### config.mk
export PLATFORM = sky130hd
export DESIGN_NAME = lpc_coeff_quantizer
export DESIGN_NICKNAME = d
export VERILOG_FILES = /design/src/rtl/lpc_coeff_quantizer.sv
export SDC_FILE = /design/constraint.sdc
export NUM_CORES = 1
export LEC_CHECK = 0
export BUFFER_PORTS_ARGS = -buffer_cell sky130_fd_sc_hd__buf_2
export CORE_ASPECT_RATIO = 0.9
export CORE_UTILIZATION = 32
export CTS_CLUSTER_SIZE = 16
export DETAILED_ROUTE_END_ITERATION = 6
export HOLD_SLACK_MARGIN = 0.1
export PLACE_DENSITY = 0.51
export SETUP_SLACK_MARGIN = 0.05
export SYNTH_ARGS = -nofsm -noshare
export SYNTH_HDL_FRONTEND = slang
export SYNTH_SLANG_ARGS = --single-unit
### constraint.sdc
create_clock -name iClock -period 11.3 [get_ports iClock]
set_input_delay 1.13 -clock iClock [delete_from_list [all_inputs] [get_ports iClock]]
set_output_delay 1.13 -clock iClock [all_outputs]
set_load 0.02 [all_outputs]
### src/rtl/lpc_coeff_quantizer.sv
// Buffers ORDER IEEE-754 single LPC coefficients, picks a common quantizer shift
// and emits signed PRECISION-bit integer coefficients using integer-only arithmetic.
module lpc_coeff_quantizer #(
  parameter int unsigned ORDER     = 12,
  parameter int unsigned PRECISION = 15,
  parameter int unsigned MAX_SHIFT = 15,
  parameter bit          NEGATE    = 1'b1
) (
  input  logic                        iClock,
  input  logic                        iReset,
  input  logic                        iEnable,
  input  logic                        iStart,
  input  logic                        iValid,
  input  logic [31:0]                 iModel,
  output logic [4:0]                  oShift,
  output logic signed [PRECISION-1:0] oCoeff,
  output logic [3:0]                  oIndex,
  output logic                        oValid,
  output logic                        oOverflow,
  output logic                        oBusy,
  output logic                        oDone
);

  localparam int unsigned CW = $clog2(ORDER + 1);
  localparam logic [31:0] POS_MAX = (32'd1 << (PRECISION - 1)) - 32'd1;
  localparam logic [31:0] NEG_MAG = 32'd1 << (PRECISION - 1);

  typedef enum logic [2:0] {
    S_IDLE,
    S_LOAD,
    S_SHIFT,
    S_EMIT,
    S_DONE
  } state_t;

  state_t            state;
  logic [31:0]       buffer [ORDER];
  logic [ORDER-1:0]  inf_flag;
  logic [CW-1:0]     cnt;
  logic [7:0]        emax;

  // Common shift from the largest biased exponent seen during LOAD.
  logic signed [10:0] s_raw;
  logic [4:0]         s_next;

  always_comb begin
    s_raw  = $signed(11'(PRECISION + 125)) - $signed({3'b000, emax});
    s_next = '0;
    if (emax == 8'd0)
      s_next = '0;
    else if (s_raw < 11'sd0)
      s_next = '0;
    else if (s_raw > $signed(11'(MAX_SHIFT)))
      s_next = 5'(MAX_SHIFT);
    else
      s_next = s_raw[4:0];
  end

  // Quantization of the entry currently addressed by cnt during EMIT.
  logic [31:0]                 cur;
  logic                        cur_inf;
  logic [7:0]                  q_exp;
  logic [23:0]                 q_mant;
  logic                        q_neg;
  logic signed [10:0]          q_r;
  logic signed [10:0]          q_r_m1;
  logic signed [10:0]          q_l;
  logic [31:0]                 q_mag;
  logic                        q_sat;
  logic signed [PRECISION-1:0] q_val;

  assign cur     = buffer[cnt];
  assign cur_inf = inf_flag[cnt];

  always_comb begin
    q_exp  = cur[30:23];
    q_mant = {1'b1, cur[22:0]};
    q_neg  = cur[31] ^ NEGATE;
    q_r    = 11'sd150 - $signed({3'b000, q_exp}) - $signed({6'b000000, oShift});
    q_r_m1 = q_r - 11'sd1;
    q_l    = -q_r;
    q_mag  = '0;
    q_sat  = 1'b0;
    q_val  = '0;
    if (q_exp == 8'd0)
      q_mag = '0;
    else if (cur_inf)
      q_sat = 1'b1;
    else if (q_r >= 11'sd25)
      q_mag = '0;
    else if (q_r >= 11'sd1)
      q_mag = ({8'b0, q_mant} + (32'd1 << q_r_m1[4:0])) >> q_r[4:0];
    else if (q_r < -11'sd7)
      q_sat = 1'b1;
    else
      q_mag = {8'b0, q_mant} << q_l[2:0];

    // Negative side may reach one count further than the positive side.
    if (!q_sat)
      q_sat = q_neg ? (q_mag > NEG_MAG) : (q_mag > POS_MAX);

    if (q_sat)
      q_val = q_neg ? PRECISION'(NEG_MAG) : PRECISION'(POS_MAX);
    else if (q_neg)
      q_val = -q_mag[PRECISION-1:0];
    else
      q_val = q_mag[PRECISION-1:0];
  end

  always_ff @(posedge iClock or negedge iReset) begin
    if (!iReset) begin
      state     <= S_IDLE;
      cnt       <= '0;
      emax      <= '0;
      inf_flag  <= '0;
      oShift    <= '0;
      oCoeff    <= '0;
      oIndex    <= '0;
      oValid    <= 1'b0;
      oOverflow <= 1'b0;
      oBusy     <= 1'b0;
      oDone     <= 1'b0;
    end else if (iEnable) begin
      case (state)
        S_IDLE, S_DONE: begin
          oValid <= 1'b0;
          if (iStart) begin
            state     <= S_LOAD;
            cnt       <= '0;
            emax      <= '0;
            inf_flag  <= '0;
            oDone     <= 1'b0;
            oOverflow <= 1'b0;
            oBusy     <= 1'b1;
          end else if (state == S_DONE) begin
            oDone <= 1'b1;
          end
        end
        S_LOAD: begin
          if (iValid) begin
            buffer[cnt]   <= iModel;
            inf_flag[cnt] <= (iModel[30:23] == 8'hFF);
            if (iModel[30:23] != 8'd0 && iModel[30:23] > emax)
              emax <= iModel[30:23];
            cnt <= cnt + 1'b1;
            if (cnt == CW'(ORDER - 1))
              state <= S_SHIFT;
          end
        end
        S_SHIFT: begin
          oShift <= s_next;
          cnt    <= '0;
          state  <= S_EMIT;
        end
        S_EMIT: begin
          oValid <= 1'b1;
          oCoeff <= q_val;
          oIndex <= 4'(cnt + 1'b1);
          if (q_sat)
            oOverflow <= 1'b1;
          cnt <= cnt + 1'b1;
          if (cnt == CW'(ORDER - 1)) begin
            state <= S_DONE;
            oBusy <= 1'b0;
          end
        end
        default: begin
          state <= S_IDLE;
          oBusy <= 1'b0;
        end
      endcase
    end
  end

endmodule

==> flow_summary.yaml, run 1 <==
sta:
  slew_headroom_pct: 14.1
  fin_crit_ns: 10.47
  fmaxAchievable_mhz: 95.5
  tightest_slew_ns: 1.28
  final-setup-viol-count: 0
  rsz0062_at_grt: "no"
  finalHoldViolCount: 0
  tns_ns: 0
  fin_crit_sh_pct: 92.7
  slew_violations: 0
  fin_skew_ns: 0.0127
  setup_ws_ns: 0.829
critical_path:
  cp_max_fo: 42
  slowest_stage: "dfrtp_4"
  crit_required_ns: 11.77
  r2r_setup_slack_ns: 0.83
  timing_worst_setup_path_type: "flop to flop"
  endpoint_kind: "flop"
  critPathTopFamily: "compound AO/OA/AOI/OAI gates"
  cpPeakStageDelay_ns: 0.85
  start_kind: "flop"
  cp_num_buf_inv: 5
  r2r_cells: 33
  reg2reg_from: "cnt[0]$_DFFE_PN0P_"
  r2r_end: "oCoeff[10]$_DFFE_PN0P_"
  worstPathArrival_ns: 10.95
logic_synthesis:
  ys_seq_area_share_pct: 53.7
  netlist.area_leader.share_pct: 47.9
  synth_compound_area_share_pct: 15.0
  ys_async_sr_fraction_pct: 12.5
  syn_inst: 1944
  synthXorXnorAreaFrac_pct: 1.40
  synth_top_cell_by_area: "edfxtp_1"
  synth_commonest_cells: "384 x edfxtp_1, 164 x nor2_1, 160 x nand2_1"
  synth_flop_cell: "edfxtp_1"
  synth-seq-cells: 439
  syn-num-nets: 2035
  synth_top_family_by_area: "compound AO/OA/AOI/OAI gates"
  synth_warnings: 0
  syn_area_per_cell_sq_um: 12.4
  synth_most_common_cell: "edfxtp_1"
  muxShareOfSynthArea_pct: 13.3
  synth.distinct_cells: 106
  synth_enable_flop_cells: 384
  netlist_top_cells_area: "edfxtp_1 48%, mux4_2 8.7%, dfrtp_1 5.7%, mux2i_1 3.6%, ha_1 2.7%"
  yosys.area_share.adder_pct: 2.87
  syn_area_sq_um: 24100
  synth-simple-area-share_pct: 10.7
clock_network:
  numCtsBuffers: 44
  clk_path_buf_depth: 3
  tritoncts: "yes"
  holdBufCountCts: 0
  path_clk_slew_ns: 0.06
  clock-sinks: 439
  post_cts_resized: 0
  post_cts_buffers: 0
  clk_latency_ns: 0.57
  htreeDepth: 2
  clock-root-buffer: "clkbuf_16"
route:
  routed_wl_um: 73100
  postRouteAntennaNets: 0
  post_drt_wl_per_cell_um: 24.5
  drt_iter0_drc: 1637
  viasPerCell: 5.75
  vias: 17100
  post-route-drc-count: 0
  drtPass1Iterations: 5
placed_design:
  place_congestion: 0.977
  dpl_worst_slack_ns: 0.924
  place_area_sq_um: 25400
  io_buffers: 64
  dp.final_hpwl_um: 49100
min_path:
  hold_start: "oIndex[1]$_DFFE_PN0P_"
  whs_path_depth: 2
  holdPathEnd: "oIndex[1]$_DFFE_PN0P_"
  hold_class: "flop to flop"
global_route:
  antenna_found_initial: 6
  grt_pass1_vias: 17000
  grt_pass1_wl_um: 109000
  grt_start_max_net_pins: 51
  overflow: 0
  grt_usage_pct: 19.0
die:
  coreArea_sq_um: 73700
  die_x_um: 291
  die_h_um: 262
  dieArea_sq_um: 76300
  num_rows: 94
  pin_count: 65
  initial_core_util_pct: 32.6
layout:
  final_area_sq_um: 26900
  syn2layout_area_growth_pct: 11.7
  fillCellCount: 7114
  nets: 2075
  final_layout_size_suffix_gt1_share_pct: 17.2
outcome:
  status: "finished clean"
run:
  maxCapViolCount: 0
-- how the worst max path moves through the flow --
stage                                   to  cells after the start  slack (ns)                from
global route         oCoeff[2]$_DFFE_PN0P_                     33        0.12  cnt[0]$_DFFE_PN0P_
CTS                 oCoeff[10]$_DFFE_PN0P_                     33        0.86  cnt[0]$_DFFE_PN0P_
detailed placement   oCoeff[8]$_DFFE_PN0P_                     33        0.92  cnt[0]$_DFFE_PN0P_
finish              oCoeff[10]$_DFFE_PN0P_                     33        0.83  cnt[0]$_DFFE_PN0P_
floorplan           oCoeff[11]$_DFFE_PN0P_                     33        2.83  cnt[0]$_DFFE_PN0P_
global placement    oCoeff[10]$_DFFE_PN0P_                     33         1.0  cnt[0]$_DFFE_PN0P_
-- sequential cells by signal, summed over array words and instances (netlist names) --
name,cells
inf_flag,12
cnt,4
buffer,384
oValid,1
oCoeff,15
oOverflow,1
oShift,5
oBusy,1
oDone,1
emax,8
oIndex,4
state,3
-- layout by cell type (no fill, tap or decap), types with 17 or more instances in the layout --
cell type  count
mux4_2        93
clkbuf_16     46
o21ai_1       18
dfrtp_1       51
mux2_2        21
nand4_1       26
buf_4         43
ha_1          51
a31oi_1       25
o22ai_1       17
mux2i_1       86
nor2_1       164
buf_2         64
o21a_1        21
and2_1        20
o21ai_0       76
nand3_1       44
o211ai_1      32
inv_1         54
a211oi_1      27
nand2_1      160
a22o_1        18
edfxtp_1     384
xnor2_1       26
nor3_1        30
a21oi_1       91
-- stage by stage --
stage / cells / util, % / hold WS [ns]
finish: 2978 / 36.5 / 0.478
global route: 2978 / 36.5 / 0.509
CTS: 2977 / 36.4 / 0.481
detailed placement: 2898 / 34.5 / 0.464
global placement: 2898 / 34.5 / 0.465
floorplan: 1944 / - / 0.444
-- worst register-to-register path: cells and delay by family, from the launching register on --
kind | cells | cell delay (ns)
AOI/OAI and AO/OA | 12 | 3.31
and+or+nand+nor | 8 | 2.29
xor gates and xnor gates | 1 | 0.12
DFF | 1 | 0.85
buffers and inverters | 5 | 1.25
adders and majority gates | 4 | 1.16
muxes | 3 | 1.40
-- metal layers --
metal / share of wire, % / global-route usage [%]
met3: 6.3 / 3.63
met4: 3.6 / 7.48
met2: 47 / 31.6
met1: 43 / 24.5
met5: 0.089 / 0
-- cell families (layout without fill, tap and decap cells) --
kind of cell | Yosys count | after routing
AND/OR/NAND/NOR | 548 | 548
AO/OA/AOI/OAI | 498 | 498
flip-flops | 439 | 439
multiplexers | 200 | 200
buffers and inverters | 169 | 242
adder cells (fa/ha/maj) | 54 | 54
XOR/XNOR | 36 | 36
other | 0 | 1
-- cell type report --
class / instances / area [sq um] / share of cell area (%)
inverter: 56 / 210 / 0.782
sequential: 439 / 12900 / 48.1
clock buffer: 60 / 1230 / 4.59
tap: 960 / 1200 / 4.47
clock inverter: 19 / 233 / 0.866
timing repair buffer: 107 / 643 / 2.39
multi-input combinational: 1336 / 10400 / 38.8
antenna: 1 / 2.50 / 0.00931
Power of run 1 is left out: the tool's default activity adds up to more than one toggle a clock period on the data nets, which glitch-free logic cannot reach.
==> run 2, diff against run 1 <==
--- a/config.mk
+++ b/config.mk
@@ -7,11 +7,13 @@
 export LEC_CHECK = 0
 export BUFFER_PORTS_ARGS = -buffer_cell sky130_fd_sc_hd__buf_2
 export CORE_ASPECT_RATIO = 0.9
+export CORE_MARGIN = 4
 export CORE_UTILIZATION = 32
 export CTS_CLUSTER_SIZE = 16
 export DETAILED_ROUTE_END_ITERATION = 6
 export HOLD_SLACK_MARGIN = 0.1
-export PLACE_DENSITY = 0.51
+export MAX_ROUTING_LAYER = met4
+export PLACE_DENSITY = 0.42
 export SETUP_SLACK_MARGIN = 0.05
 export SYNTH_ARGS = -nofsm -noshare
 export SYNTH_HDL_FRONTEND = slang
==> run 2 against run 1 <==
Effect of this change:
- count of clock-buffer cells in the layout is 5 higher
- sequential cell count stayed put
- cell area is 0.97% higher
- register-to-register slack better by 0.08 ns
- sequential share of layout area is 0.46 points lower
- via count is 0.36% higher
- clock skew is 0.0033 ns higher
- utilization hardly changed
- worst hold slack hardly changed
- die area is 4.4% higher
- first-iteration DRC count is 5.1% lower
- critical endpoint is now oCoeff[2]$_DFFE_PN0P_
==> flow_summary.yaml, run 2 (synthesis results as in run 1) <==
outcome:
  status: "finished clean"
clock_network:
  clk_path_buf_depth: 3
  clk_latency_ns: 0.61
  clock-root-buffer: "clkbuf_16"
  post_cts_buffers: 0
  tritoncts: "yes"
  post_cts_resized: 0
  holdBufCountCts: 0
  clock-sinks: 439
  htreeDepth: 2
  path_clk_slew_ns: 0.06
  numCtsBuffers: 49
min_path:
  whs_path_depth: 2
  hold_start: "oIndex[0]$_DFFE_PN0P_"
  holdPathEnd: "oIndex[0]$_DFFE_PN0P_"
  hold_class: "flop to flop"
critical_path:
  cpPeakStageDelay_ns: 0.67
  endpoint_kind: "flop"
  cp_max_fo: 30
  r2r_end: "oCoeff[2]$_DFFE_PN0P_"
  worstPathArrival_ns: 10.90
  reg2reg_from: "cnt[1]$_DFFE_PN0P_"
  r2r_setup_slack_ns: 0.91
  r2r_cells: 35
  crit_required_ns: 11.80
  slowest_stage: "dfrtp_4"
  timing_worst_setup_path_type: "flop to flop"
  start_kind: "flop"
layout:
  top_register: "buffer"
  nets: 2088
  final_common_cell: "edfxtp_1"
  syn2layout_area_growth_pct: 12.8
  layout_common_cells: "384 x edfxtp_1, 163 x nor2_1, 160 x nand2_1, 93 x mux4_2, 91 x a21oi_1"
  largest_reg_flops: 384
  final_layout_size_suffix_gt1_share_pct: 17.9
  top_regs: "buffer x384, oCoeff x15, inf_flag x12"
die:
  die_h_um: 268
  num_rows: 95
  coreArea_sq_um: 74500
  dieArea_sq_um: 79600
  pin_count: 65
  initial_core_util_pct: 32.3
  die_x_um: 297
sta:
  fin_crit_sh_pct: 92.0
  finalHoldViolCount: 0
  rsz0062_at_grt: "no"
  tightest_slew_ns: 1.42
  slew_headroom_pct: 4.13
  fin_crit_ns: 10.39
  final-setup-viol-count: 0
  fmaxAchievable_mhz: 96.2
  tns_ns: 0
  fin_skew_ns: 0.0159
  slew_violations: 0
route:
  dr_wl_met3_um: 4350
  wl_met2_um: 36000
  routed_wl_um: 79500
  vias: 17200
  wl_met1_um: 36900
  top_layer_used: "met4"
  post_drt_wl_per_cell_um: 26.4
  drtPass1Iterations: 5
  viasPerCell: 5.71
  post-route-drc-count: 0
  postRouteAntennaNets: 0
  drt_iter0_drc: 1554
placed_design:
  dp.final_hpwl_um: 54200
  place_congestion: 0.931
  io_buffers: 64
global_route:
  overflow: 0
  grt_pass1_wl_um: 117000
  grt_start_max_net_pins: 42
  antenna_found_initial: 5
  grt_usage_pct: 20.3
  grt_pass1_vias: 17200
run:
  maxCapViolCount: 0
## run 2: cell count changes in the layout (fill, tap and decap cells not counted), sizes merged
cell,previous run,this run
diode,1,3
inv,56,58
buf,107,115
clkbuf,60,65
bufinv,5,6
clkinvlp,1,5
## run 2: routing by layer
metal	vias to the layer above	track usage (%)
met1	8746	27.5
met4	0	6.00
met5	-	-
li1	7795	-
met3	132	3.54
met2	508	31.4
## run 2: worst max path at each step
| stage | slack [ns] | cells past startpoint | start | to |
|---|---|---|---|---|
| after detailed placement | 1.18 | 35 | cnt[0]$_DFFE_PN0P_ | oCoeff[8]$_DFFE_PN0P_ |
| after global placement | 1.43 | 35 | cnt[0]$_DFFE_PN0P_ | oCoeff[2]$_DFFE_PN0P_ |
| final | 0.91 | 35 | cnt[1]$_DFFE_PN0P_ | oCoeff[2]$_DFFE_PN0P_ |
| after CTS | 1.15 | 35 | cnt[0]$_DFFE_PN0P_ | oCoeff[2]$_DFFE_PN0P_ |
| after floorplan | 2.83 | 33 | cnt[0]$_DFFE_PN0P_ | oCoeff[11]$_DFFE_PN0P_ |
| after global routing | 0.19 | 35 | cnt[1]$_DFFE_PN0P_ | oCoeff[2]$_DFFE_PN0P_ |
## run 2: area by class of cell
| type | count | area, sq um |
|---|---|---|
| Fill cell | 7237 | 47400 |
| Sequential cell | 439 | 12900 |
| Multi-Input combinational cell | 1336 | 10500 |
| Clock buffer | 65 | 1300 |
| Tap cell | 970 | 1210 |
| Timing Repair Buffer | 115 | 703 |
| Clock inverter | 26 | 337 |
| Inverter | 56 | 210 |
| Antenna cell | 3 | 7.51 |
## run 2: worst max-delay path: cells and delay by family, from the launching register on
kind	cells	cell delay, ns
buf+inv	5	0.71
xor+xnor	1	0.16
fa+ha+maj	4	1.10
simple gates	10	2.19
flops	1	0.67
compound gates	15	5.42
## run 2: stage by stage
| stage | hold slack, ns | cell area [sq um] | setup WS, ns | util (%) | instances |
|---|---|---|---|---|---|
| after floorplan | 0.444 | 24100 | 2.83 | - | 1944 |
| after global placement | 0.467 | 25500 | 1.43 | 34.2 | 2916 |
| after detailed placement | 0.472 | 25500 | 1.18 | 34.2 | 2916 |
| after CTS | 0.484 | 27100 | 1.15 | 36.4 | 3007 |
| after global routing | 0.517 | 27100 | 0.192 | 36.4 | 3010 |
| final | 0.478 | 27100 | 0.907 | 36.4 | 3010 |
Power of run 2 is left out for the same reason.
